### config.mk
export PLATFORM = sky130hd
export DESIGN_NAME = rpn_stack_calc
export DESIGN_NICKNAME = d
export VERILOG_FILES = /design/src/rtl/rpn_calc_pkg.sv /design/src/rtl/seq_divider.sv /design/src/rtl/rpn_stack_calc.sv
export SDC_FILE = /design/constraint.sdc
export NUM_CORES = 1
export LEC_CHECK = 0
export ABC_AREA = 0
export BUFFER_PORTS_ARGS = -buffer_cell sky130_fd_sc_hd__buf_2
export CAP_MARGIN = 20
export CORE_UTILIZATION = 40
export DETAILED_ROUTE_END_ITERATION = 16
export PLACE_DENSITY = 0.54
export SLEW_MARGIN = 20
export SYNTH_ARGS = -nofsm -noshare
export SYNTH_HDL_FRONTEND = slang
export SYNTH_SLANG_ARGS = --single-unit
### constraint.sdc
create_clock -name clk -period 12.45 [get_ports clk]
set_input_delay 0.6225 -clock clk [delete_from_list [all_inputs] [get_ports clk]]
set_output_delay 0.6225 -clock clk [all_outputs]
set_load 0.005 [all_outputs]
### src/rtl/rpn_calc_pkg.sv
// Shared definitions for the RPN stack calculator: opcodes, error codes and
// the controller state encoding.
package rpn_calc_pkg;

    // Command opcodes; 10..15 are illegal
    localparam logic [3:0] OP_PUSH  = 4'd0;
    localparam logic [3:0] OP_POP   = 4'd1;
    localparam logic [3:0] OP_ADD   = 4'd2;
    localparam logic [3:0] OP_MUL   = 4'd3;
    localparam logic [3:0] OP_SUB   = 4'd4;
    localparam logic [3:0] OP_DIV   = 4'd5;
    localparam logic [3:0] OP_MOD   = 4'd6;
    localparam logic [3:0] OP_CLEAR = 4'd7;
    localparam logic [3:0] OP_DUP   = 4'd8;
    localparam logic [3:0] OP_SWAP  = 4'd9;

    // Sticky error codes; only the first error after a CLEAR/reset is kept
    localparam logic [2:0] ERR_NONE      = 3'd0;
    localparam logic [2:0] ERR_OVERFLOW  = 3'd1;
    localparam logic [2:0] ERR_UNDERFLOW = 3'd2;
    localparam logic [2:0] ERR_DIV_ZERO  = 3'd3;
    localparam logic [2:0] ERR_ILLEGAL   = 3'd4;

    // Controller state: IDLE accepts commands, DIV waits for the divider
    typedef enum logic {
        ST_IDLE = 1'b0,
        ST_DIV  = 1'b1
    } state_t;

endpackage

### src/rtl/seq_divider.sv
// Unsigned restoring divider, one quotient bit per cycle.
// A start pulse loads the operands; WIDTH cycles later done is high for one
// cycle, and quotient/remainder are valid combinationally during that cycle
// so the caller can capture them on the same edge that ends the divide.
module seq_divider #(
    parameter int WIDTH = 8
) (
    input  logic             clk,
    input  logic             reset_n,
    input  logic             start,
    input  logic [WIDTH-1:0] dividend,
    input  logic [WIDTH-1:0] divisor,
    output logic [WIDTH-1:0] quotient,
    output logic [WIDTH-1:0] remainder,
    output logic             done
);

    localparam int CW = $clog2(WIDTH + 1);

    logic [WIDTH-1:0] rem_q, rem_d;
    logic [WIDTH-1:0] quo_q, quo_d;
    logic [WIDTH-1:0] dvs_q, dvs_d;
    logic [CW-1:0]    cnt_q, cnt_d;
    logic             busy_q, busy_d;

    logic [WIDTH:0]   shifted;
    logic [WIDTH-1:0] rem_step;
    logic [WIDTH-1:0] quo_step;

    // One restoring step: shift in the next dividend bit, subtract if it fits
    always_comb begin
        shifted  = {rem_q, quo_q[WIDTH-1]};
        rem_step = shifted[WIDTH-1:0];
        quo_step = {quo_q[WIDTH-2:0], 1'b0};
        if (shifted >= {1'b0, dvs_q}) begin
            rem_step = WIDTH'(shifted - {1'b0, dvs_q});
            quo_step = {quo_q[WIDTH-2:0], 1'b1};
        end
        done      = busy_q && (cnt_q == CW'(1));
        quotient  = quo_step;
        remainder = rem_step;
    end

    // Next-state: load on start, otherwise iterate while busy
    always_comb begin
        rem_d  = rem_q;
        quo_d  = quo_q;
        dvs_d  = dvs_q;
        cnt_d  = cnt_q;
        busy_d = busy_q;
        if (start) begin
            rem_d  = '0;
            quo_d  = dividend;
            dvs_d  = divisor;
            cnt_d  = CW'(WIDTH);
            busy_d = 1'b1;
        end else if (busy_q) begin
            rem_d = rem_step;
            quo_d = quo_step;
            cnt_d = cnt_q - CW'(1);
            if (cnt_q == CW'(1)) begin
                busy_d = 1'b0;
            end
        end
    end

    // Divider registers; reset abandons any divide in flight
    always_ff @(posedge clk or negedge reset_n) begin
        if (!reset_n) begin
            rem_q  <= '0;
            quo_q  <= '0;
            dvs_q  <= '0;
            cnt_q  <= '0;
            busy_q <= 1'b0;
        end else begin
            rem_q  <= rem_d;
            quo_q  <= quo_d;
            dvs_q  <= dvs_d;
            cnt_q  <= cnt_d;
            busy_q <= busy_d;
        end
    end

endmodule

### src/rtl/rpn_stack_calc.sv
// RPN stack calculator: LIFO operand stack with push/pop, arithmetic,
// DUP/SWAP/CLEAR and a multi-cycle unsigned divide.
// Build option: define CALC_SATURATE_EN to make ADD/MUL clamp to all-ones
// and SUB clamp to zero instead of wrapping.
//
// Handshake: a command is taken on a rising edge where cmd_valid && cmd_ready;
// cmd_valid may be held across cycles where cmd_ready is low, and nothing
// changes on an edge without that pair. Outputs reflect a command after the
// accepting edge (DIV/MOD: after the edge that ends the busy window).
module rpn_stack_calc
    import rpn_calc_pkg::*;
#(
    parameter int WIDTH = 8,
    parameter int DEPTH = 8,
    localparam int CNT_W = $clog2(DEPTH + 1)
) (
    input  logic             clk,
    input  logic             reset_n,
    input  logic             cmd_valid,
    output logic             cmd_ready,
    input  logic [3:0]       op,
    input  logic [WIDTH-1:0] in_data,
    output logic [WIDTH-1:0] top,
    output logic             empty,
    output logic             full,
    output logic [CNT_W-1:0] count,
    output logic             err,
    output logic [2:0]       err_code,
    output state_t           dbg_state
);

    localparam int IDX_W = (DEPTH > 1) ? $clog2(DEPTH) : 1;
    localparam logic [CNT_W-1:0] CNT_ONE  = CNT_W'(1);
    localparam logic [CNT_W-1:0] CNT_TWO  = CNT_W'(2);
    localparam logic [CNT_W-1:0] CNT_FULL = CNT_W'(DEPTH);

    // Entry 0 is the bottom of the stack; T lives at count-1, N at count-2
    logic [WIDTH-1:0] stack_q [DEPTH];
    logic [WIDTH-1:0] stack_d [DEPTH];
    logic [CNT_W-1:0] count_q, count_d;
    logic             err_q, err_d;
    logic [2:0]       err_code_q, err_code_d;
    state_t           state_q, state_d;
    logic             div_mod_q, div_mod_d;

    logic [IDX_W-1:0] idx_t, idx_n, idx_push;
    logic [WIDTH-1:0] opnd_t, opnd_n;
    logic [WIDTH-1:0] alu_res;
    logic [2:0]       cmd_err;

    logic             div_start;
    logic [WIDTH-1:0] div_quo, div_rem;
    logic             div_done;

`ifdef CALC_SATURATE_EN
    logic [WIDTH:0]     sum_w;
    logic [2*WIDTH-1:0] prod_w;
    assign sum_w  = {1'b0, opnd_t} + {1'b0, opnd_n};
    assign prod_w = {{WIDTH{1'b0}}, opnd_t} * {{WIDTH{1'b0}}, opnd_n};
`endif

    // Operand addressing; indices are only used when the count guards allow
    always_comb begin
        idx_t    = IDX_W'(count_q - CNT_ONE);
        idx_n    = IDX_W'(count_q - CNT_TWO);
        idx_push = IDX_W'(count_q);
        opnd_t   = stack_q[idx_t];
        opnd_n   = stack_q[idx_n];
    end

    // Single-cycle ALU: result = T op N
    always_comb begin
        alu_res = opnd_t;
        case (op)
`ifdef CALC_SATURATE_EN
            OP_ADD:  alu_res = sum_w[WIDTH] ? '1 : sum_w[WIDTH-1:0];
            OP_MUL:  alu_res = (|prod_w[2*WIDTH-1:WIDTH]) ? '1 : prod_w[WIDTH-1:0];
            OP_SUB:  alu_res = (opnd_n > opnd_t) ? '0 : opnd_t - opnd_n;
`else
            OP_ADD:  alu_res = opnd_t + opnd_n;
            OP_MUL:  alu_res = opnd_t * opnd_n;
            OP_SUB:  alu_res = opnd_t - opnd_n;
`endif
            default: alu_res = opnd_t;
        endcase
    end

    // Command decode, error checks and controller next-state
    always_comb begin
        stack_d    = stack_q;
        count_d    = count_q;
        err_d      = err_q;
        err_code_d = err_code_q;
        state_d    = state_q;
        div_mod_d  = div_mod_q;
        div_start  = 1'b0;
        cmd_err    = ERR_NONE;
        case (state_q)
            ST_IDLE: begin
                if (cmd_valid) begin
                    if (op == OP_CLEAR) begin
                        count_d    = '0;
                        err_d      = 1'b0;
                        err_code_d = ERR_NONE;
                    end else if (!err_q) begin
                        case (op)
                            OP_PUSH: begin
                                if (count_q == CNT_FULL) begin
                                    cmd_err = ERR_OVERFLOW;
                                end else begin
                                    stack_d[idx_push] = in_data;
                                    count_d = count_q + CNT_ONE;
                                end
                            end
                            OP_POP: begin
                                if (count_q == '0) begin
                                    cmd_err = ERR_UNDERFLOW;
                                end else begin
                                    count_d = count_q - CNT_ONE;
                                end
                            end
                            OP_ADD, OP_MUL, OP_SUB: begin
                                if (count_q < CNT_TWO) begin
                                    cmd_err = ERR_UNDERFLOW;
                                end else begin
                                    stack_d[idx_n] = alu_res;
                                    count_d = count_q - CNT_ONE;
                                end
                            end
                            OP_DIV, OP_MOD: begin
                                if (count_q < CNT_TWO) begin
                                    cmd_err = ERR_UNDERFLOW;
                                end else if (opnd_n == '0) begin
                                    cmd_err = ERR_DIV_ZERO;
                                end else begin
                                    div_start = 1'b1;
                                    div_mod_d = (op == OP_MOD);
                                    state_d   = ST_DIV;
                                end
                            end
                            OP_DUP: begin
                                if (count_q == CNT_FULL) begin
                                    cmd_err = ERR_OVERFLOW;
                                end else if (count_q == '0) begin
                                    cmd_err = ERR_UNDERFLOW;
                                end else begin
                                    stack_d[idx_push] = opnd_t;
                                    count_d = count_q + CNT_ONE;
                                end
                            end
                            OP_SWAP: begin
                                if (count_q < CNT_TWO) begin
                                    cmd_err = ERR_UNDERFLOW;
                                end else begin
                                    stack_d[idx_t] = opnd_n;
                                    stack_d[idx_n] = opnd_t;
                                end
                            end
                            default: cmd_err = ERR_ILLEGAL;
                        endcase
                        if (cmd_err != ERR_NONE) begin
                            err_d      = 1'b1;
                            err_code_d = cmd_err;
                        end
                    end
                end
            end
            ST_DIV: begin
                // Stack is frozen until the divider's last step commits
                if (div_done) begin
                    stack_d[idx_n] = div_mod_q ? div_rem : div_quo;
                    count_d        = count_q - CNT_ONE;
                    state_d        = ST_IDLE;
                end
            end
            default: state_d = ST_IDLE;
        endcase
    end

    // State registers with asynchronous active-low reset
    always_ff @(posedge clk or negedge reset_n) begin
        if (!reset_n) begin
            stack_q    <= '{default: '0};
            count_q    <= '0;
            err_q      <= 1'b0;
            err_code_q <= ERR_NONE;
            state_q    <= ST_IDLE;
            div_mod_q  <= 1'b0;
        end else begin
            stack_q    <= stack_d;
            count_q    <= count_d;
            err_q      <= err_d;
            err_code_q <= err_code_d;
            state_q    <= state_d;
            div_mod_q  <= div_mod_d;
        end
    end

    seq_divider #(
        .WIDTH (WIDTH)
    ) u_div (
        .clk       (clk),
        .reset_n   (reset_n),
        .start     (div_start),
        .dividend  (opnd_t),
        .divisor   (opnd_n),
        .quotient  (div_quo),
        .remainder (div_rem),
        .done      (div_done)
    );

    assign cmd_ready = (state_q == ST_IDLE);
    assign top       = (count_q == '0) ? '0 : opnd_t;
    assign empty     = (count_q == '0);
    assign full      = (count_q == CNT_FULL);
    assign count     = count_q;
    assign err       = err_q;
    assign err_code  = err_code_q;
    assign dbg_state = state_q;

endmodule

Yosys cells after proc, flatten, opt, wreduce, memory -nomap -nowiden
Index checks and enable logic that the tools add are counted.

storage, ports and cells
  bits in registers = 103
  input port bits = 15
  logic and storage cells = 169

cells by class
  $add $sub $neg = 7
  $mul = 1
  order comparisons = 8
  equality and inequality tests = 29
  mux-type cells = 80
  bitwise logic cells = 8
  reduce and logical (&&, ||, !) cells = 18

operator list
  operator              number
  $mux W64              9
  $bwmux W64            6
  $pmux W64 S4          1
  $pmux W64 S2          1
  $mux W8               14
  $demux W8 S3          3
  $bmux W8 S3           2
  $mux W4               11
  $pmux W8 S3           1
  $mux W3               7
  $ne A4 B4 Y1 const B  5
  $eq A4 B3 Y1 const B  4
  $mux W1               16
  $pmux W4 S4           1
  $sub A8 B8 Y8         2
  $ne A3 B3 Y1 const B  5
  $pmux W3 S5           1
  $eq A4 B4 Y1 const B  3
  $ge A4 B4 Y1 const B  3
  $lt A4 B1 Y1 const B  3
  $not A3 Y4            3
  $mux W2               5
  $reduce_and A10 Y1    1
  $ge A9 B8 Y1          1
  28 further kinds      43

Logic depth before layout (Yosys ltp)
Gate-level depths: netlist (run 1).

  depth after elaboration = 17
  gate-level depth with buffers = 31

Modules after synthesis
A second synthesis (run 1) with hierarchy kept.

second synthesis, totals
  cell total of the unflattened synthesis = 1614
  area, all modules = 12090.3 um^2

by module, submodules not included
  module          times used  cells an instance  area an instance (um^2)  sequential area each (um^2)
  rpn_stack_calc  1           1398               10167.3                  1851.8
  seq_divider     1           216                1923.1                   725.7

Least setup slack after synthesis (run 1)
No wires, ideal clock.

  kind = register -> register
  from = reg count_q[1], in the netlist count[1]
  to = reg stack_q[23] (netlist name)
  data arrival time = 7061 ps
  path slack = 5297 ps
  stages on the path, launching flop included = 30
  period minus slack after synthesis = 7153 ps
  cells stage by stage = dfrtp_1 buf_2 inv_1 buf_2 ha_1 xor2_2 buf_6 clkbuf_1 nand3_1 o211ai_1 a22oi_1 clkbuf_1 buf_1 or2_2 fa_1 fa_1 inv_1 fa_1 inv_1 fa_1 inv_1 ha_1 a21oi_1 xnor2_1 xnor3_1 xnor3_1 a211oi_1 or2_1 buf_6 o31ai_2

on the way
  cells in the longest elaborated chain, start to end = 14

ends and longest elaborated chain
  item                                                   line                                                               RTL
  start, declared                                        rpn_stack_calc.sv:40                                               logic [CNT_W-1:0] count_q, count_d;
  start signal, assigned                                 rpn_stack_calc.sv:191                                              count_q <= count_d;
  $sub A4 B1 Y4 / $sub A3 B2 Y3 (equally long branches)  -
  $not A3 Y4, on equally long branches                   -
  $bmux W8 S3 (tied with other cells)                    rpn_stack_calc.sv:67                                               opnd_t = stack_q[idx_t];
  $mux W8 (not written as such) (tied with other cells)  rpn_stack_calc.sv:67
  $mux W8, on equally long branches                      rpn_stack_calc.sv:67, rpn_stack_calc.sv:68, rpn_stack_calc.sv:155
  $mul A8 B8 Y8 (tied with other cells)                  rpn_stack_calc.sv:81                                               OP_MUL: alu_res = opnd_t * opnd_n;
  $pmux W8 S3 / $bwmux W64 (equally long branches)       rpn_stack_calc.sv:74, rpn_stack_calc.sv:155
  $bwmux W64, on equally long branches                   rpn_stack_calc.sv:126, rpn_stack_calc.sv:156
  $mux W64, on equally long branches                     rpn_stack_calc.sv:123, rpn_stack_calc.sv:152
  $pmux W64 S4                                           rpn_stack_calc.sv:106                                              case (op)
  $mux W64                                               rpn_stack_calc.sv:105                                              end else if (!err_q) begin
  $mux W64                                               rpn_stack_calc.sv:101                                              if (op == OP_CLEAR) begin
  $mux W64                                               rpn_stack_calc.sv:100                                              if (cmd_valid) begin
  $pmux W64 S2                                           rpn_stack_calc.sv:98                                               case (state_q)
  end signal, assigned                                   rpn_stack_calc.sv:190                                              stack_q <= stack_d;
  end, declared                                          rpn_stack_calc.sv:38                                               logic [WIDTH-1:0] stack_q [DEPTH];

Several ways; a longest one is shown, not always the timed one. The select of a mux whose other input is x is not followed.
A chain may end at the register's enable or synchronous reset.

Worst setup path in the final report (run 1)
  from = reg count_q[1], in the netlist count[1]
  to = reg stack_q[39] (netlist name)

The elaborated chain is that of the path after synthesis.

==> results of run 1 <==
==> synth_stat cells, drive strengths merged, types with 5 or more instances <==
cell | count | area [um^2]
a211oi | 31 | 233
mux2 | 5 | 56.3
a221oi | 42 | 368
and3 | 13 | 81.3
or2 | 6 | 37.5
a31oi | 38 | 253
fa | 14 | 280
a222oi | 8 | 80.1
xor2 | 8 | 77.6
nor2b | 16 | 100
o21a | 13 | 97.6
a21o | 14 | 105
nand2 | 162 | 611
ha | 43 | 538
dfrtp | 103 | 2580
o21ai | 141 | 706
a22oi | 19 | 143
mux4 | 24 | 541
nand3 | 28 | 140
nor3 | 33 | 165
and2 | 8 | 50.1
o221ai | 19 | 166
nor2 | 164 | 618
buf | 23 | 149
clkbuf | 114 | 428
a21oi | 145 | 729
mux2i | 33 | 370
xnor2 | 29 | 254
o22ai | 38 | 238
a221o | 10 | 100
a2bb2oi | 5 | 43.8
o31ai | 13 | 128
o211ai | 17 | 128
inv | 60 | 225
==> layout by cell type (no fill, tap or decap), types with 13 or more instances in the layout <==
cell / synthesis / routed
nor2_1: 163 / 162
nand2_1: 161 / 161
a21oi_1: 144 / 143
o21ai_0: 136 / 135
dfrtp_1: 103 / 101
inv_1: 60 / 60
buf_4: 3 / 49
ha_1: 43 / 43
a221oi_1: 42 / 42
o22ai_1: 38 / 38
a31oi_1: 37 / 37
buf_2: 5 / 33
nor3_1: 33 / 32
xnor2_1: 29 / 29
nand3_1: 28 / 28
a211oi_1: 31 / 27
mux2i_1: 27 / 26
mux4_2: 24 / 24
a22oi_1: 19 / 19
o221ai_1: 19 / 19
o211ai_1: 17 / 17
a21o_1: 14 / 14
fa_1: 14 / 14
and3_1: 13 / 13
o21a_1: 13 / 13
==> worst max-delay path, delay by kind of cell (launching register included) <==
kind            cells  cell delay, ns
fa+ha+maj           6            2.50
buf+inv             6            1.29
mux                 2            1.15
compound gates      4            1.04
xor+xnor            3            0.97
flops               1            0.77
simple gates        2            0.56
==> routing by layer <==
metal | up-vias | wire (um)
met4 | 0 | 2890
met5 | - | 0
met1 | 6069 | 20400
met2 | 884 | 21200
met3 | 219 | 5890
li1 | 5498 | -
==> registers in the layout (all words and copies together), names as in the netlist <==
signal and count:
count 4, u_div.dvs_q 8, u_div.busy_q 1, u_div.cnt_q 4, div_mod_q 1, stack_q 64
err 1, err_code 3, dbg_state 1, u_div.quo_q 8, u_div.rem_q 8
==> final timing paths <==
check | endpoint | slack, ns | depth (start not counted)
worst min register to register | err_code[2] | 0.48 | 2
worst min-delay path | u_div.cnt_q[3] | 0.28 | 1
max in group asynchronous | dbg_state | 10.89 | 2
worst max-delay path | stack_q[39] | 4.02 | 23
worst max register to register | stack_q[39] | 4.02 | 23
min in group clk | err_code[2] | 0.48 | 2
==> report_power, final <==
group / switching, uW / internal [uW]
Clock: 167 / 143
Sequential: 199 / 449
Combinational: 2050 / 1090
Total: 2410 / 1680
==> cells by family after synthesis <==
logic type	Yosys count	synth area share, %
compound gates	596	34.3
flops	103	22.7
buf+inv	198	7.08
xor+xnor	39	3.31
fa+ha+maj	57	7.19
mux	62	8.50
simple gates	448	16.9
==> through the flow <==
step                      cells  power, uW  hold slack [ns]  setup WS [ns]  utilization, %
final                      1842       4090            0.277           4.02            43.8
after global routing       1842       4330            0.325           3.62            43.8
after CTS                  1842       3980            0.309           4.21            43.7
after detailed placement   1826       3660            0.467           4.26            42.7
after global placement     1826       3640            0.459           4.38            42.7
after floorplan            1503       2710            0.327           5.30               -
==> cell type report <==
cell class | count | area, um^2
Clock inverter | 7 | 70.1
Tap cell | 378 | 473
Clock buffer | 9 | 225
Multi-Input combinational cell | 1202 | 8080
Inverter | 61 | 229
Fill cell | 2913 | 15700
Timing Repair Buffer | 82 | 533
Sequential cell | 103 | 2580
==> results.sh, run 1 <==
export IMPL_yosys_register_bits=103
export IMPL_finalClockSkew_ns=0.0124
export IMPL_totalWireLength_mm=50.3
export IMPL_gp_congestion=0.963
export IMPL_cpMaxStageDelayCell="ha_1"
export IMPL_drtIter0Drc=2094
export IMPL_required_ns=12.69
export IMPL_worst_setup_path_end_kind="flop"
export IMPL_async_reset_ff_share_pct=100
export IMPL_outcome="finished, final reports clean"
export IMPL_vdd_drop_max_mv=0.167
export IMPL_core_area_mm2=0.0279
export IMPL_antenna_left=0
export IMPL_use_met1_pct=46.8
export IMPL_post_cts_setup_buffers=0
export IMPL_die_w_um=171
export IMPL_viasPerCell=6.88
export IMPL_grt_pass1_vias=11935
export IMPL_cp_arrival_ns=8.66
export IMPL_gr_max_usage_layer="met2"
export IMPL_mappedNetlistArea_mm2=0.0114
export IMPL_rows=61
export IMPL_clockBufferDepth=2
export IMPL_grt_overflow=0
export IMPL_nets=1531
export IMPL_hold_buffers=0
export IMPL_wl_per_cell_um=27.3
export IMPL_antenna_found_initial=0
export IMPL_num_vias=12670
export IMPL_synth_fp_nets=1575
export IMPL_tns_ns=0
export IMPL_tightest_slew_ns=1.25
export IMPL_cts_root_buf="clkbuf_16"
export IMPL_initial_core_util_pct=40.8
export IMPL_synth_edff_count=0
export IMPL_place_area_mm2=0.0119
export IMPL_grt_max_degree=65
export IMPL_finalInstanceArea_mm2=0.0122
export IMPL_period_share_pct=67.7
export IMPL_grt_use_met2_pct=52.4
export IMPL_r2r_start="count[1]"
export IMPL_insertion_delay_ns=0.38
export IMPL_dp_hpwl_mm=34.5
export IMPL_grt_first_pass_wirelength_mm=75.9
export IMPL_period_needed_ns=8.43
export IMPL_syn_instance_count=1503
export IMPL_fmax_ghz=0.119
export IMPL_drive_above_1_share_pct=11.7
export IMPL_port_buffers=34
export IMPL_slew_headroom_pct=16.4
export IMPL_max_cap_violations=0
export IMPL_syn_to_final_growth_pct=7.16
export IMPL_leakage_uw=0.00471
export IMPL_clkTransAtPathRegs_ns=0.09
export IMPL_grt_total_usage_pct=35.2
export IMPL_cts_buffers=9
export IMPL_h_tree_depth=3
export IMPL_ioPinCount=35
export IMPL_cp_max_fo=21
export IMPL_ys_warn_count=0
export IMPL_ys_flop_type="dfrtp_1"
export IMPL_cp_cell_sequence="inv_1, ha_1, buf_4, mux4_2, mux2i_2, inv_1, nand2_1, fa_1, inv_1, ha_1, ha_1, inv_1, fa_1, inv_1, ha_1, a21o_1, a21oi_1, xnor2_1, xnor3_1, xnor3_1, a211oi_1, or2_1, o31ai_2"
export IMPL_cts_resized_gates=0
export IMPL_diodes=0
export IMPL_hold_path_class="input port to asynchronous set/reset pin"
export IMPL_hold_viol_final=0
export IMPL_drc=0
export IMPL_setup_viol=0
export IMPL_crit_path_frequent_cell="inv_1"
export IMPL_cts_sinks=103
export IMPL_die_h_um=171
export IMPL_critPathLaunch="count[1]"
export IMPL_use_met3_pct=9.16
export IMPL_grt_setup_unrepaired="no"
export IMPL_final_max_slew_viol_count=0
export IMPL_syn_avg_cell_area_um2=7.57
export IMPL_startpoint_type="flop"
export IMPL_synth_cell_type_count=74
export IMPL_critPathKind="flop to flop"
export IMPL_cts_tree="yes"
export IMPL_p_per_area_mw_per_mm2=336
export IMPL_firstDrtPassIters=6
export IMPL_ys_seq_area_share_pct=22.7
export IMPL_die_area_mm2=0.0291
export IMPL_crit_path_max_incr_delay_ns=0.78
No activity file was read; power rests on OpenSTA's default activity.
==> run 2: changes to the inputs <==
ABC_AREA = 1   (was 0)
PLACE_DENSITY = 0.56   (was 0.54)
clock period = 7.07 ns   (was 12.45 ns; I/O delays follow)
==> run 2 against run 1 <==
Against the previous run: the run now ends with hold timing left; sequential power decreased by 8.8%; final cell count increased by 32%; flip-flop and latch count unchanged; worst hold slack got worse by 0.30 ns; non-clock buffer count decreased by 3.
==> results.sh, run 2 <==
export IMPL_grt_max_degree=60
export IMPL_outcome="complete, but fails checks"
export IMPL_cts_tree="yes"
export IMPL_slew_headroom_pct=17.4
export IMPL_critPathKind="flop to flop"
export IMPL_rrSetupSlack_ns=0.51
export IMPL_finalClockSkew_ns=0.0157
export IMPL_setup_viol=0
export IMPL_port_buffers=34
export IMPL_synth_edff_count=0
export IMPL_core_area_mm2=0.0299
export IMPL_synth_top_area_share_pct=21.1
export IMPL_yosys_top_cells_area="dfrtp_1 (21%), nand2_1 (20%), o21ai_0 (8.5%)"
export IMPL_nets=2101
export IMPL_gp_congestion=0.996
export IMPL_dp_hpwl_mm=39.8
export IMPL_grt_pass1_vias=13604
export IMPL_synth_cell_type_count=54
export IMPL_worst_setup_path_end_kind="flop"
export IMPL_crit_family="adder cells"
export IMPL_period_needed_ns=6.56
export IMPL_clockBufferDepth=2
export IMPL_drc=0
export IMPL_required_ns=7.38
export IMPL_syn_avg_cell_area_um2=5.94
export IMPL_die_area_mm2=0.0312
export IMPL_firstDrtPassIters=5
export IMPL_synth_top_area_cell="dfrtp_1"
export IMPL_ys_warn_count=0
export IMPL_antenna_found_initial=0
export IMPL_fin_total_pwr_uw=1860
export IMPL_async_reset_ff_share_pct=100
export IMPL_h_tree_depth=3
export IMPL_vdd_drop_max_mv=0.108
export IMPL_hold_path_class="input port to asynchronous set/reset pin"
export IMPL_period_share_pct=92.8
export IMPL_cpMaxStageDelayCell="o21ai_0"
export IMPL_layout_commonest_cell="nand2_1"
export IMPL_cp_arrival_ns=6.87
export IMPL_clkTransAtPathRegs_ns=0.09
export IMPL_die_w_um=177
export IMPL_grt_first_pass_wirelength_mm=85.6
export IMPL_cts_root_buf="clkbuf_16"
export IMPL_r2r_start="count[2]"
export IMPL_synthTopCellsByCount="nand2_1 (647), inv_1 (222), o21ai_0 (207)"
export IMPL_final_cell_mix="nand2_1 (647), inv_1 (222), o21ai_0 (207)"
export IMPL_cts_resized_gates=0
export IMPL_failed_checks="hold timing"
export IMPL_grt_overflow=0
export IMPL_rows=63
export IMPL_cts_buffers=9
export IMPL_syn_to_final_growth_pct=6.37
export IMPL_antenna_left=0
export IMPL_hold_viol_final=6
export IMPL_ff_latch_area_mm2=0.00258
export IMPL_totalWireLength_mm=58.0
export IMPL_startpoint_type="flop"
export IMPL_syn_instance_count=2055
export IMPL_drtIter0Drc=2019
export IMPL_initial_core_util_pct=40.9
export IMPL_fin_cells=2424
export IMPL_num_vias=14944
export IMPL_yosys_register_bits=103
export IMPL_mappedNetlistArea_mm2=0.0122
export IMPL_leakage_uw=0.00614
export IMPL_cp_cell_sequence="inv_2, ha_1, clkinv_1, nand3_1, nand2_2, inv_1, nand2_1, fa_1, fa_1, inv_1, fa_1, inv_1, fa_1, inv_1, ha_1, xor2_1, o21ai_0, nor2_1, a21oi_1, o21ai_0, nand4_1, a21oi_1, a21oi_1"
export IMPL_ioPinCount=35
export IMPL_regToRegEndpoint="stack_q[62]"
export IMPL_place_inst=2407
export IMPL_max_cap_violations=0
export IMPL_ys_flop_type="dfrtp_1"
export IMPL_grt_setup_unrepaired="no"
export IMPL_multi_input_area_mm2=0.00815
export IMPL_drive_above_1_share_pct=7.08
export IMPL_reg2regPathDepth=23
export IMPL_tns_ns=0
export IMPL_top_register="stack_q"
export IMPL_wl_per_cell_um=23.9
export IMPL_hold_slack_ns=-0.0196
export IMPL_cp_endpoint="stack_q[62]"
export IMPL_synth_fp_nets=2127
export IMPL_die_h_um=177
export IMPL_fmax_ghz=0.152
export IMPL_post_cts_setup_buffers=0
export IMPL_viasPerCell=6.17
export IMPL_grt_total_usage_pct=37.3
export IMPL_num_fill_cells=3305
export IMPL_critPathBufInv=6
export IMPL_synth_most_common_cell="nand2_1"
export IMPL_p_per_area_mw_per_mm2=143
export IMPL_ys_seq_area_share_pct=21.1
export IMPL_insertion_delay_ns=0.39
export IMPL_crit_path_max_incr_delay_ns=0.69
export IMPL_final_max_slew_viol_count=0
export IMPL_tightest_slew_ns=1.23
export IMPL_hold_buffers=0
export IMPL_cts_sinks=103
export IMPL_cp_max_fo=11
export IMPL_cp_num_cells=23
export IMPL_critPathLaunch="count[2]"
export IMPL_largest_reg_flops=64
export IMPL_diodes=0
## run 2: cell count changes after synthesis, sizes merged, moves of 33 or more
| cell | delta |
|---|---|
| a221oi | -41 |
| buf | +33 |
| inv | +181 |
| mux2i | -33 |
| clkbuf | -54 |
| nand2 | +495 |
| nand3 | +82 |
| o21ai | +76 |
## run 2: worst min-delay path by stage
stage / cells past startpoint / slack, ns / start / end
final: 1 / -0.02 / reset_n / count[0]
after global routing: 1 / 0.02 / reset_n / count[0]
after CTS: 1 / 0.01 / reset_n / count[0]
after detailed placement: 1 / 0.42 / reset_n / count[0]
after global placement: 1 / 0.42 / reset_n / count[0]
after floorplan: 0 / 0.06 / reset_n / count[0]
## run 2: area by class of cell
| cell class | count | share of cell area [%] |
|---|---|---|
| clock buffer | 9 | 1.73 |
| timing repair buffer | 79 | 3.93 |
| sequential | 103 | 19.9 |
| clock inverter | 7 | 0.684 |
| multi-input combinational | 1587 | 62.7 |
| tap | 390 | 3.76 |
| inverter | 249 | 7.31 |
## run 2: where the power goes
group | switching (uW) | internal [uW]
registers | 1.54 | 589
logic | 482 | 226
clock network | 303 | 256
total | 787 | 1070
## run 2: cells by family after synthesis
| family | after synthesis | synth area share, % |
|---|---|---|
| compound gates | 550 | 26.5 |
| xor+xnor | 22 | 1.58 |
| fa+ha+maj | 57 | 6.70 |
| buf+inv | 365 | 12.3 |
| flops | 103 | 21.1 |
| mux | 1 | 0.0922 |
| simple gates | 957 | 31.7 |
## run 2: per-stage QoR
step | setup WS [ns] | cell area (um^2) | utilization [%]
4_1_cts | 0.687 | 13000 | 43.5
3_3_place_gp | 0.899 | 12700 | 42.4
5_1_grt | 0.236 | 13000 | 43.5
3_5_place_dp | 0.746 | 12700 | 42.4
2_1_floorplan | 1.24 | 12200 | -
6_report | 0.510 | 13000 | 43.5
## run 2: layer usage
metal | global-route usage (%) | share of wire (%) | vias to the layer above | wire length (um)
met5 | 0 | 0 | - | 0
met4 | 24.6 | 6.9 | 0 | 3990
met3 | 7.99 | 11 | 225 | 6220
met2 | 54.1 | 41 | 940 | 23900
met1 | 49.7 | 41 | 7015 | 23900
li1 | - | - | 6764 | -
==> run 3: changes to the inputs <==
RECOVER_POWER = 100   (was unset)
==> run 3 against run 2 <==
Against the previous run: the run ends with capacitance limit, slew limit, setup timing left; sequential share of layout area increased by 0.14 points; flip-flop and latch count unchanged; register-to-register slack worse by 0.10 ns; clock power barely moved; utilization fell by 0.31 points; critical path type is now input port to flop; highest routed layer unchanged.
==> results.sh, run 3 (synthesized netlist as in run 2, its figures left out) <==
export IMPL_insertion_delay_ns=0.39
export IMPL_hold_buffers=0
export IMPL_antenna_found_initial=0
export IMPL_failed_checks="capacitance limit, slew limit, setup timing"
export IMPL_pre_cts_ws_ns=0.746
export IMPL_setup_slack_ns=-0.0865
export IMPL_final_max_slew_viol_count=251
export IMPL_cp_arrival_ns=7.39
export IMPL_viasPerCell=6.13
export IMPL_cpMaxStageDelayCell="nor2_1"
export IMPL_clkTransAtPathRegs_ns=0.09
export IMPL_outcome="complete, but fails checks"
export IMPL_use_met1_pct=49.7
export IMPL_vdd_drop_max_mv=0.107
export IMPL_syn_to_final_growth_pct=5.62
export IMPL_gp_congestion=0.996
export IMPL_wl_per_cell_um=23.9
export IMPL_grt_first_pass_wirelength_mm=85.6
export IMPL_grt_setup_unrepaired="no"
export IMPL_cts_resized_gates=0
export IMPL_num_fill_cells=3326
export IMPL_critPathKind="input port to flop"
export IMPL_post_cts_setup_buffers=0
export IMPL_tns_ns=-0.315
export IMPL_cts_tree="yes"
export IMPL_num_vias=14870
export IMPL_period_share_pct=101
export IMPL_die_w_um=177
export IMPL_leakage_uw=0.00609
export IMPL_core_area_mm2=0.0299
export IMPL_antenna_left=0
export IMPL_worst_setup_path_end_kind="flop"
export IMPL_drive_above_1_share_pct=5.60
export IMPL_rows=63
export IMPL_cts_buffers=9
export IMPL_nets=2101
export IMPL_port_buffers=34
export IMPL_clockBufferDepth=2
export IMPL_hold_viol_final=0
export IMPL_grt_pass1_vias=13604
export IMPL_p_per_area_mw_per_mm2=144
export IMPL_die_h_um=177
export IMPL_period_needed_ns=7.16
export IMPL_tightest_slew_ns=3.57
export IMPL_cp_cell_sequence="buf_2, inv_1, nor2_1, inv_2, nor2_4, a21oi_1, inv_4, nor2_1, inv_6, nor2_1, nor2_1, clkinv_1, o211ai_1, nand2_1, inv_2, nor2_2, inv_1, a21oi_1, a22oi_1"
export IMPL_setup_viol=6
export IMPL_startpoint_type="input port"
export IMPL_grt_overflow=0
export IMPL_slew_headroom_pct=-138
export IMPL_drc=0
export IMPL_gr_max_usage_layer="met2"
export IMPL_whs_path_depth=4
export IMPL_cp_max_fo=44
export IMPL_grt_total_usage_pct=37.3
export IMPL_firstDrtPassIters=6
export IMPL_final_cell_mix="nand2_1 (650), inv_1 (229), o21ai_0 (208)"
export IMPL_cts_sinks=103
export IMPL_layout_commonest_cell="nand2_1"
export IMPL_hold_path_class="input port to flop"
export IMPL_totalWireLength_mm=58.0
export IMPL_required_ns=7.30
export IMPL_cts_root_buf="clkbuf_16"
export IMPL_grt_use_met2_pct=54.1
export IMPL_max_cap_violations=6
export IMPL_use_met3_pct=7.99
export IMPL_rrSetupSlack_ns=0.41
export IMPL_dp_hpwl_mm=39.8
export IMPL_diodes=0
export IMPL_initial_core_util_pct=40.9
export IMPL_die_area_mm2=0.0312
export IMPL_h_tree_depth=3
export IMPL_crit_path_frequent_cell="nor2_1"
export IMPL_largest_reg_flops=64
export IMPL_fmax_ghz=0.140
export IMPL_ioPinCount=35
export IMPL_drtIter0Drc=2012
export IMPL_top_register="stack_q"
export IMPL_finalClockSkew_ns=0.0148
export IMPL_grt_max_degree=60
export IMPL_reg2regPathDepth=23
export IMPL_crit_path_max_incr_delay_ns=2.25
run 3: path summary, 6_finish.rpt:
path,start,endpoint
max,op[2],stack_q[27]
min,op[3],div_mod_q
max reg2reg,count[2],stack_q[62]
min reg2reg,u_div.dvs_q[7],u_div.dvs_q[7]
max in group asynchronous,reset_n,u_div.dvs_q[5]
min in group asynchronous,reset_n,count[0]
run 3: power breakdown:
| group | internal [uW] | switching (uW) |
|---|---|---|
| Combinational | 223 | 480 |
| Sequential | 589 | 1.49 |
| Clock | 256 | 302 |
| Total | 1070 | 783 |
run 3: routing by layer:
metal	routed length, um	part of all wire [%]
met5	0	0
met4	4060	7.0
met3	6590	11
met1	23500	41
met2	23800	41
run 3: metrics by stage:
stage,cell area (um^2),instances,hold slack [ns],util [%],power (uW)
after global routing,12900,2424,0.333,43.2,1950
after detailed placement,12700,2407,0.420,42.4,1290
after global placement,12700,2407,0.415,42.4,1290
final,12900,2424,0.314,43.2,1850
after floorplan,12200,2055,0.0579,-,1080
after CTS,13000,2423,0.00982,43.5,1840
run 3: area by class of cell:
class | count | area, um^2 | share of cell area [%]
clock inverter | 7 | 88.8 | 0.688
clock buffer | 9 | 225 | 1.75
tap | 390 | 488 | 3.78
multi-input combinational | 1587 | 8100 | 62.8
inverter | 249 | 950 | 7.36
sequential | 103 | 2580 | 20.0
timing repair buffer | 79 | 472 | 3.66
run 3: worst max-delay path, delay by kind of cell:
family,cells,cell delay [ns]
simple gates,7,3.94
compound gates,4,1.18
buf+inv,8,1.85
